## src/rtl/tx_lane_arbiter_pkg.sv

```systemverilog
// Shared types and constants for the PHY transmit lane arbiter.
package tx_lane_arbiter_pkg;

  typedef enum logic {
    ST_SYNC   = 1'b0,
    ST_ACTIVE = 1'b1
  } state_e;

  localparam logic [7:0]  IDLE_BYTE_DEF = 8'hBC;
  localparam int unsigned DROP_CNT_W    = 8;

  // Adds 0..2 dropped bytes to the drop counter, clamping at all-ones.
  function automatic logic [DROP_CNT_W-1:0] sat_add_drop(
    input logic [DROP_CNT_W-1:0] cnt,
    input logic [1:0]            inc
  );
    logic [DROP_CNT_W:0] sum;
    sum = {1'b0, cnt} + {{(DROP_CNT_W-1){1'b0}}, inc};
    return sum[DROP_CNT_W] ? '1 : sum[DROP_CNT_W-1:0];
  endfunction

endpackage

```

## src/rtl/tx_lane_arbiter_if.sv

```systemverilog
// Lane inputs, merged byte stream and status of the transmit lane arbiter.
interface tx_lane_arbiter_if #(
  parameter int unsigned DATA_W = 8
);
  import tx_lane_arbiter_pkg::*;

  logic [DATA_W-1:0]     data_in0;
  logic                  valid_in0;
  logic [DATA_W-1:0]     data_in1;
  logic                  valid_in1;
  logic                  ready_out0;
  logic                  ready_out1;
  logic                  out_ready;
  logic [DATA_W-1:0]     data_out;
  logic                  valid_out;
  logic                  lane_out;
  logic                  active_out;
  logic [DROP_CNT_W-1:0] drop_cnt;

  modport master (
    output data_in0, valid_in0, data_in1, valid_in1, out_ready,
    input  ready_out0, ready_out1, data_out, valid_out, lane_out,
           active_out, drop_cnt
  );

  modport slave (
    input  data_in0, valid_in0, data_in1, valid_in1, out_ready,
    output ready_out0, ready_out1, data_out, valid_out, lane_out,
           active_out, drop_cnt
  );

endinterface

```

## src/rtl/tx_lane_fifo.sv

```systemverilog
// Per-lane synchronous FIFO; push is refused when full, pop when empty.
module tx_lane_fifo #(
  parameter int unsigned DATA_W = 8,
  parameter int unsigned DEPTH  = 4
) (
  input  logic                    clk_2f,
  input  logic                    reset,
  input  logic                    push,
  input  logic                    pop,
  input  logic [DATA_W-1:0]       din,
  output logic [DATA_W-1:0]       head,
  output logic [$clog2(DEPTH):0]  count,
  output logic                    full,
  output logic                    empty
);
  localparam int unsigned PTR_W = $clog2(DEPTH);
  localparam int unsigned CNT_W = PTR_W + 1;

  logic [DATA_W-1:0] mem_q [DEPTH];
  logic [DATA_W-1:0] mem_d [DEPTH];
  logic [PTR_W-1:0]  wr_ptr_q, wr_ptr_d;
  logic [PTR_W-1:0]  rd_ptr_q, rd_ptr_d;
  logic [CNT_W-1:0]  count_q, count_d;
  logic              do_push, do_pop;

  // Full is taken from the registered count, so a full FIFO refuses a
  // write even when it also pops in the same cycle.
  assign full  = (count_q == CNT_W'(DEPTH));
  assign empty = (count_q == '0);
  assign count = count_q;
  assign head  = mem_q[rd_ptr_q];

  always_comb begin
    do_push  = push && !full;
    do_pop   = pop && !empty;
    mem_d    = mem_q;
    wr_ptr_d = wr_ptr_q;
    rd_ptr_d = rd_ptr_q;
    count_d  = count_q;
    if (do_push) begin
      mem_d[wr_ptr_q] = din;
      wr_ptr_d        = wr_ptr_q + PTR_W'(1);
    end
    if (do_pop) begin
      rd_ptr_d = rd_ptr_q + PTR_W'(1);
    end
    unique case ({do_push, do_pop})
      2'b10:   count_d = count_q + CNT_W'(1);
      2'b01:   count_d = count_q - CNT_W'(1);
      default: count_d = count_q;
    endcase
  end

  always_ff @(posedge clk_2f) begin
    if (!reset) begin
      wr_ptr_q <= '0;
      rd_ptr_q <= '0;
      count_q  <= '0;
      for (int unsigned i = 0; i < DEPTH; i++) begin
        mem_q[i] <= '0;
      end
    end else begin
      wr_ptr_q <= wr_ptr_d;
      rd_ptr_q <= rd_ptr_d;
      count_q  <= count_d;
      mem_q    <= mem_d;
    end
  end

endmodule

```

## src/rtl/tx_lane_arbiter.sv

```systemverilog
// Two-lane to one-byte-stream scheduler: per-lane FIFOs, link-start idle
// sequence, then round-robin merge under downstream backpressure.
module tx_lane_arbiter
  import tx_lane_arbiter_pkg::*;
#(
  parameter int unsigned       DATA_W      = 8,
  parameter int unsigned       DEPTH       = 4,
  parameter logic [DATA_W-1:0] IDLE_BYTE   = DATA_W'(IDLE_BYTE_DEF),
  parameter int unsigned       SYNC_CYCLES = 4
) (
  input  logic             clk_2f,
  input  logic             reset,
  tx_lane_arbiter_if.slave lanes
);
  localparam int unsigned CNT_W  = $clog2(DEPTH) + 1;
  localparam int unsigned SYNC_W = (SYNC_CYCLES > 1) ? $clog2(SYNC_CYCLES) : 1;
  localparam logic [SYNC_W-1:0] SYNC_LAST = SYNC_W'(SYNC_CYCLES - 1);

  state_e                state_q, state_d;
  logic [SYNC_W-1:0]     sync_cnt_q, sync_cnt_d;
  logic                  last_grant_q, last_grant_d;
  logic [DATA_W-1:0]     data_out_q, data_out_d;
  logic                  valid_out_q, valid_out_d;
  logic                  lane_out_q, lane_out_d;
  logic                  active_q, active_d;
  logic [DROP_CNT_W-1:0] drop_cnt_q, drop_cnt_d;

  logic              push0, pop0, full0, empty0;
  logic              push1, pop1, full1, empty1;
  logic [DATA_W-1:0] head0, head1;
  logic [CNT_W-1:0]  count0, count1;
  logic              grant;
  logic              drop0, drop1;

  tx_lane_fifo #(.DATA_W(DATA_W), .DEPTH(DEPTH)) u_fifo0 (
    .clk_2f (clk_2f),
    .reset  (reset),
    .push   (push0),
    .pop    (pop0),
    .din    (lanes.data_in0),
    .head   (head0),
    .count  (count0),
    .full   (full0),
    .empty  (empty0)
  );

  tx_lane_fifo #(.DATA_W(DATA_W), .DEPTH(DEPTH)) u_fifo1 (
    .clk_2f (clk_2f),
    .reset  (reset),
    .push   (push1),
    .pop    (pop1),
    .din    (lanes.data_in1),
    .head   (head1),
    .count  (count1),
    .full   (full1),
    .empty  (empty1)
  );

  assign lanes.ready_out0 = !full0;
  assign lanes.ready_out1 = !full1;
  assign lanes.data_out   = data_out_q;
  assign lanes.valid_out  = valid_out_q;
  assign lanes.lane_out   = lane_out_q;
  assign lanes.active_out = active_q;
  assign lanes.drop_cnt   = drop_cnt_q;

  always_comb begin
    push0        = lanes.valid_in0 && !full0;
    push1        = lanes.valid_in1 && !full1;
    drop0        = lanes.valid_in0 && full0;
    drop1        = lanes.valid_in1 && full1;
    drop_cnt_d   = sat_add_drop(drop_cnt_q, {1'b0, drop0} + {1'b0, drop1});
    pop0         = 1'b0;
    pop1         = 1'b0;
    grant        = 1'b0;
    state_d      = state_q;
    sync_cnt_d   = sync_cnt_q;
    last_grant_d = last_grant_q;
    data_out_d   = data_out_q;
    valid_out_d  = valid_out_q;
    lane_out_d   = lane_out_q;

    // Backpressure freezes outputs, arbitration history and the sync count.
    if (lanes.out_ready) begin
      unique case (state_q)
        ST_SYNC: begin
          data_out_d  = IDLE_BYTE;
          valid_out_d = 1'b0;
          if (sync_cnt_q == SYNC_LAST) begin
            state_d = ST_ACTIVE;
          end else begin
            sync_cnt_d = sync_cnt_q + SYNC_W'(1);
          end
        end
        ST_ACTIVE: begin
          if (!empty0 || !empty1) begin
            grant        = (!empty0 && !empty1) ? !last_grant_q : empty0;
            pop0         = !grant;
            pop1         = grant;
            data_out_d   = grant ? head1 : head0;
            valid_out_d  = 1'b1;
            lane_out_d   = grant;
            last_grant_d = grant;
          end else begin
            data_out_d  = IDLE_BYTE;
            valid_out_d = 1'b0;
          end
        end
        default: ;
      endcase
    end

    active_d = (state_d == ST_ACTIVE);
  end

  always_ff @(posedge clk_2f) begin
    if (!reset) begin
      state_q      <= ST_SYNC;
      sync_cnt_q   <= '0;
      last_grant_q <= 1'b1;
      data_out_q   <= IDLE_BYTE;
      valid_out_q  <= 1'b0;
      lane_out_q   <= 1'b0;
      active_q     <= 1'b0;
      drop_cnt_q   <= '0;
    end else begin
      state_q      <= state_d;
      sync_cnt_q   <= sync_cnt_d;
      last_grant_q <= last_grant_d;
      data_out_q   <= data_out_d;
      valid_out_q  <= valid_out_d;
      lane_out_q   <= lane_out_d;
      active_q     <= active_d;
      drop_cnt_q   <= drop_cnt_d;
    end
  end

  // The FIFO's empty flag and its count must always agree.
  a_fifo_flags: assert property (@(posedge clk_2f) disable iff (!reset)
    (empty0 == (count0 == '0)) && (empty1 == (count1 == '0)));

endmodule

```

## src/flat_wrapper.sv

```systemverilog
// flat-port wrapper written by rule: the top's interface ports become plain ports
module tx_lane_arbiter_flat import tx_lane_arbiter_pkg::*;
#(
  parameter int unsigned       DATA_W      = 8,
  parameter int unsigned       DEPTH       = 4,
  parameter logic [DATA_W-1:0] IDLE_BYTE   = DATA_W'(IDLE_BYTE_DEF),
  parameter int unsigned       SYNC_CYCLES = 4
)
  (clk_2f, reset, lanes_data_in0, lanes_valid_in0, lanes_data_in1, lanes_valid_in1, lanes_out_ready, lanes_ready_out0, lanes_ready_out1, lanes_data_out, lanes_valid_out, lanes_lane_out, lanes_active_out, lanes_drop_cnt);
  tx_lane_arbiter_if #(.DATA_W(DATA_W)) lanes_i ();
  input  logic clk_2f;
  input  logic reset;
  input wire logic [$bits(lanes_i.data_in0)-1:0] lanes_data_in0;
  input wire logic [$bits(lanes_i.valid_in0)-1:0] lanes_valid_in0;
  input wire logic [$bits(lanes_i.data_in1)-1:0] lanes_data_in1;
  input wire logic [$bits(lanes_i.valid_in1)-1:0] lanes_valid_in1;
  input wire logic [$bits(lanes_i.out_ready)-1:0] lanes_out_ready;
  output wire logic [$bits(lanes_i.ready_out0)-1:0] lanes_ready_out0;
  output wire logic [$bits(lanes_i.ready_out1)-1:0] lanes_ready_out1;
  output wire logic [$bits(lanes_i.data_out)-1:0] lanes_data_out;
  output wire logic [$bits(lanes_i.valid_out)-1:0] lanes_valid_out;
  output wire logic [$bits(lanes_i.lane_out)-1:0] lanes_lane_out;
  output wire logic [$bits(lanes_i.active_out)-1:0] lanes_active_out;
  output wire logic [$bits(lanes_i.drop_cnt)-1:0] lanes_drop_cnt;
  assign lanes_i.data_in0 = lanes_data_in0;
  assign lanes_i.valid_in0 = lanes_valid_in0;
  assign lanes_i.data_in1 = lanes_data_in1;
  assign lanes_i.valid_in1 = lanes_valid_in1;
  assign lanes_i.out_ready = lanes_out_ready;
  assign lanes_ready_out0 = lanes_i.ready_out0;
  assign lanes_ready_out1 = lanes_i.ready_out1;
  assign lanes_data_out = lanes_i.data_out;
  assign lanes_valid_out = lanes_i.valid_out;
  assign lanes_lane_out = lanes_i.lane_out;
  assign lanes_active_out = lanes_i.active_out;
  assign lanes_drop_cnt = lanes_i.drop_cnt;
  tx_lane_arbiter #(.DATA_W(DATA_W), .DEPTH(DEPTH), .IDLE_BYTE(IDLE_BYTE), .SYNC_CYCLES(SYNC_CYCLES)) u_core (.clk_2f(clk_2f), .reset(reset), .lanes(lanes_i));
endmodule
```

## config.mk

```make
export PLATFORM = sky130hd
export DESIGN_NAME = tx_lane_arbiter_flat
export DESIGN_NICKNAME = d
export VERILOG_FILES = /design/src/rtl/tx_lane_arbiter_pkg.sv /design/src/rtl/tx_lane_arbiter_if.sv /design/src/rtl/tx_lane_fifo.sv /design/src/rtl/tx_lane_arbiter.sv /design/src/flat_wrapper.sv
export SDC_FILE = /design/constraint.sdc
export NUM_CORES = 1
export LEC_CHECK = 0
export BUFFER_PORTS_ARGS = -buffer_cell sky130_fd_sc_hd__buf_2
export CORE_MARGIN = 1
export CORE_UTILIZATION = 58
export DETAILED_ROUTE_END_ITERATION = 8
export GPL_TIMING_DRIVEN = 0
export PLACE_DENSITY = 0.82
export SLEW_MARGIN = 15
export SYNTH_ARGS = -nofsm -noshare
export SYNTH_HDL_FRONTEND = slang
export SYNTH_SLANG_ARGS = --single-unit
export TNS_END_PERCENT = 5
```

## constraint.sdc

```tcl
create_clock -name clk_2f -period 6.5 [get_ports clk_2f]
set_input_delay 0.325 -clock clk_2f [delete_from_list [all_inputs] [get_ports clk_2f]]
set_output_delay 0.325 -clock clk_2f [all_outputs]
set_load 0.02 [all_outputs]
```

==> results.json <==
{
  "hold_viol": 0,
  "r2r-start": "u_core.u_fifo0.count[0]",
  "ctsResizeCount": 0,
  "initial_core_util_pct": 61.0,
  "clkLatencyLatePin_ps": 360,
  "startpoint_type": "register",
  "outcome": "finished, final reports clean",
  "rsz0062_at_grt": "no",
  "instances_no_fill": 582,
  "rows": 31,
  "core_area_mm2": 0.00741,
  "gp_congestion": 0.794,
  "grt_pass1_wl_um": 15800,
  "p_int_w": 0.000921,
  "cts_hold_buf": 0,
  "slew_headroom_pct": 57.5,
  "comb_power_share_pct": 11.7,
  "dieHeight_um": 90.3,
  "h-tree-depth": 3,
  "cts_tree": "yes",
  "cts_buffers": 9,
  "switching_share_pct": 25.7,
  "cts.sinks": 100,
  "initialDrtViolationCount": 200,
  "power.switching_w": 0.000318,
  "synth_enable_flop_cells": 0,
  "diodes": 0,
  "grt_pass1_vias": 3346,
  "dp_cells": 566,
  "place_area_mm2": 0.00483,
  "final-setup-viol-count": 0,
  "cap_violations": 0,
  "drive_above_1_share_pct": 18.8,
  "crit_start": "u_core.u_fifo0.count[0]",
  "vias": 3296,
  "synthArstFlopShare_pct": 0,
  "overflow": 0,
  "yosysWarnings": 0,
  "drv_slew": 0,
  "hpwl_um": 6690,
  "final_util_pct": 68.2,
  "yosys.cell_types.count": 36,
  "ys_seq_area_share_pct": 44.3,
  "critical_path_class": "register to register",
  "antenna_left": 0,
  "period_share_pct": 39.0,
  "crit_path_end_kind": "register",
  "postSynthAreaPerCell_um2": 10.5,
  "finalSetupTns_ps": 0,
  "max-vdd-ir-drop_mv": 0.138,
  "seqPwrFrac_pct": 52.6,
  "synth_cells": 429,
  "fmax_mhz": 395,
  "drt_wl_total_um": 9510,
  "hp-class": "input pin to register",
  "grt_max_degree": 18,
  "cp_max_fo": 5,
  "ys_ff_latch": 100,
  "fin_skew_ps": 8.56,
  "whs_ps": 240,
  "worstMarginPinSlew_ps": 638,
  "dieArea_mm2": 0.00815,
  "vias_per_cell": 5.66,
  "syn_nets": 465,
  "power.leakage_nw": 2.36,
  "clkPwrFrac_pct": 35.7,
  "syn_area_mm2": 0.00452,
  "cp.required_ps": 6800,
  "port_buffers": 38,
  "synthFlopType": "dfxtp_1",
  "nNetsFinal": 514,
  "min_from": "lanes_data_in1[2]",
  "track_usage_pct": 24.8,
  "die_width_um": 90.3,
  "fin_area_mm2": 0.00505,
  "fin_crit_ps": 2530,
  "antenna_found_initial": 0,
  "drc": 0,
  "syn_to_final_growth_pct": 11.9,
  "powerDensity_mw_per_mm2": 245,
  "io_pins": 42,
  "clkTransAtPathRegs_ps": 100,
  "clock_path_buffers": 2,
  "drt_first_pass_iters": 4,
  "wire_per_inst_um": 16.3,
  "arrival_ps": 2830,
  "postCtsSetupRepairBufs": 0,
  "root_buffer": "clkbuf_8"
}
## per-stage QoR
step	setup WS, ps	power (W)
final	3970	0.00124
after global routing	3800	0.00129
after floorplan	4190	0.000770
after detailed placement	4020	0.000809
after global placement	4060	0.000802
after CTS	3990	0.00124
## path summary, 6_finish.rpt
check	end	slack, ps	cells past startpoint
setup / recovery	u_core.u_fifo1.count[2]	3970	8
hold / removal	u_core.u_fifo1.mem_q[26]	240	3
setup reg to reg	u_core.u_fifo1.count[2]	3970	8
hold reg to reg	u_core.lanes.data_out[0]	480	2
## placed cells by master (no fill, tap or decap), types with 2 or more instances in the layout
cell / n
inv_1: 15
fa_1: 3
nand3_1: 6
bufinv_16: 2
nor3_1: 5
nand2_1: 14
a21oi_1: 16
clkbuf_8: 11
o21ai_0: 4
o21a_1: 2
and2_1: 3
or3b_1: 2
mux4_2: 16
o21ai_1: 3
nand3_4: 8
buf_6: 5
dfxtp_1: 100
ha_1: 12
nor2_1: 100
xor2_1: 6
clkinv_2: 2
clkbuf_1: 10
buf_2: 40
xnor2_1: 6
or3_1: 3
mux2i_1: 74
## cell type report
| cell class | instances | area [µm²] |
|---|---|---|
| Buffer | 19 | 131 |
| Clock buffer | 9 | 124 |
| Clock inverter | 7 | 98.8 |
| Fill cell | 574 | 2350 |
| Inverter | 16 | 60.1 |
| Multi-Input combinational cell | 294 | 2320 |
| Sequential cell | 100 | 2000 |
| Tap cell | 99 | 124 |
| Timing Repair Buffer | 38 | 190 |
## flip-flops by register name, indices dropped and copies added (netlist names)
register	cells
u_core.u_fifo0.mem_q	32
u_core.lanes.valid_out	1
u_core.u_fifo1.wr_ptr_q	2
u_core.lanes.drop_cnt	8
u_core.u_fifo1.count	3
u_core.u_fifo1.mem_q	32
u_core.last_grant_q	1
u_core.u_fifo0.wr_ptr_q	2
u_core.lanes.data_out	8
u_core.lanes.active_out	1
u_core.sync_cnt_q	2
u_core.lanes.lane_out	1
u_core.u_fifo0.rd_ptr_q	2
u_core.u_fifo1.rd_ptr_q	2
u_core.u_fifo0.count	3
## layer usage
layer  GRT usage, %  up-vias  wire length, µm
met3           3.45       17              471
li1               -     1571                -
met2           42.0       92             4660
met1           31.3     1616             4160
met5              0        -                0
met4           11.4        0              219
## synth_stat cells, types with 2 or more instances
cell | number | area share (%)
a21oi_1 | 16 | 1.8
and2_1 | 3 | 0.42
buf_2 | 2 | 0.22
buf_6 | 5 | 1.2
clkbuf_1 | 10 | 0.83
clkbuf_8 | 2 | 0.61
dfxtp_1 | 100 | 44
fa_1 | 3 | 1.3
ha_1 | 12 | 3.3
inv_1 | 15 | 1.2
mux2i_1 | 74 | 16
mux4_2 | 16 | 8.0
nand2_1 | 14 | 1.2
nand3_1 | 6 | 0.66
nand3_4 | 8 | 3.1
nor2_1 | 100 | 8.3
nor3_1 | 5 | 0.55
o21a_1 | 2 | 0.33
o21ai_0 | 4 | 0.44
o21ai_1 | 3 | 0.33
or3_1 | 3 | 0.42
or3b_1 | 2 | 0.39
xnor2_1 | 6 | 1.2
xor2_1 | 6 | 1.2
## power groups by stage
stage / registers [W] / logic (W) / clock network [W]
finish: 0.000652 / 0.000144 / 0.000443
global route: 0.000655 / 0.000158 / 0.000478
CTS: 0.000652 / 0.000145 / 0.000446
detailed placement: 0.000666 / 0.000143 / 0
global placement: 0.000664 / 0.000138 / 0
floorplan: 0.000662 / 0.000109 / 0
## cell families after synthesis
kind of cell,after synthesis,synth area share (%)
XOR/XNOR,12,2.33
AND/OR/NAND/NOR,145,15.7
buffers and inverters,35,4.24
flip-flops,100,44.3
adder cells (fa/ha/maj),15,4.65
AO/OA/AOI/OAI,32,4.43
multiplexers,90,24.4
## critical path, cell delays in order (launching register included)
cell	delay [ps]
dfxtp_1	360
or3_4	440
a21oi_1	330
ha_1	250
inv_1	70
fa_1	420
xor2_1	150
or3_1	310
a21oi_1	140
(Power assumes the default switching activity.)
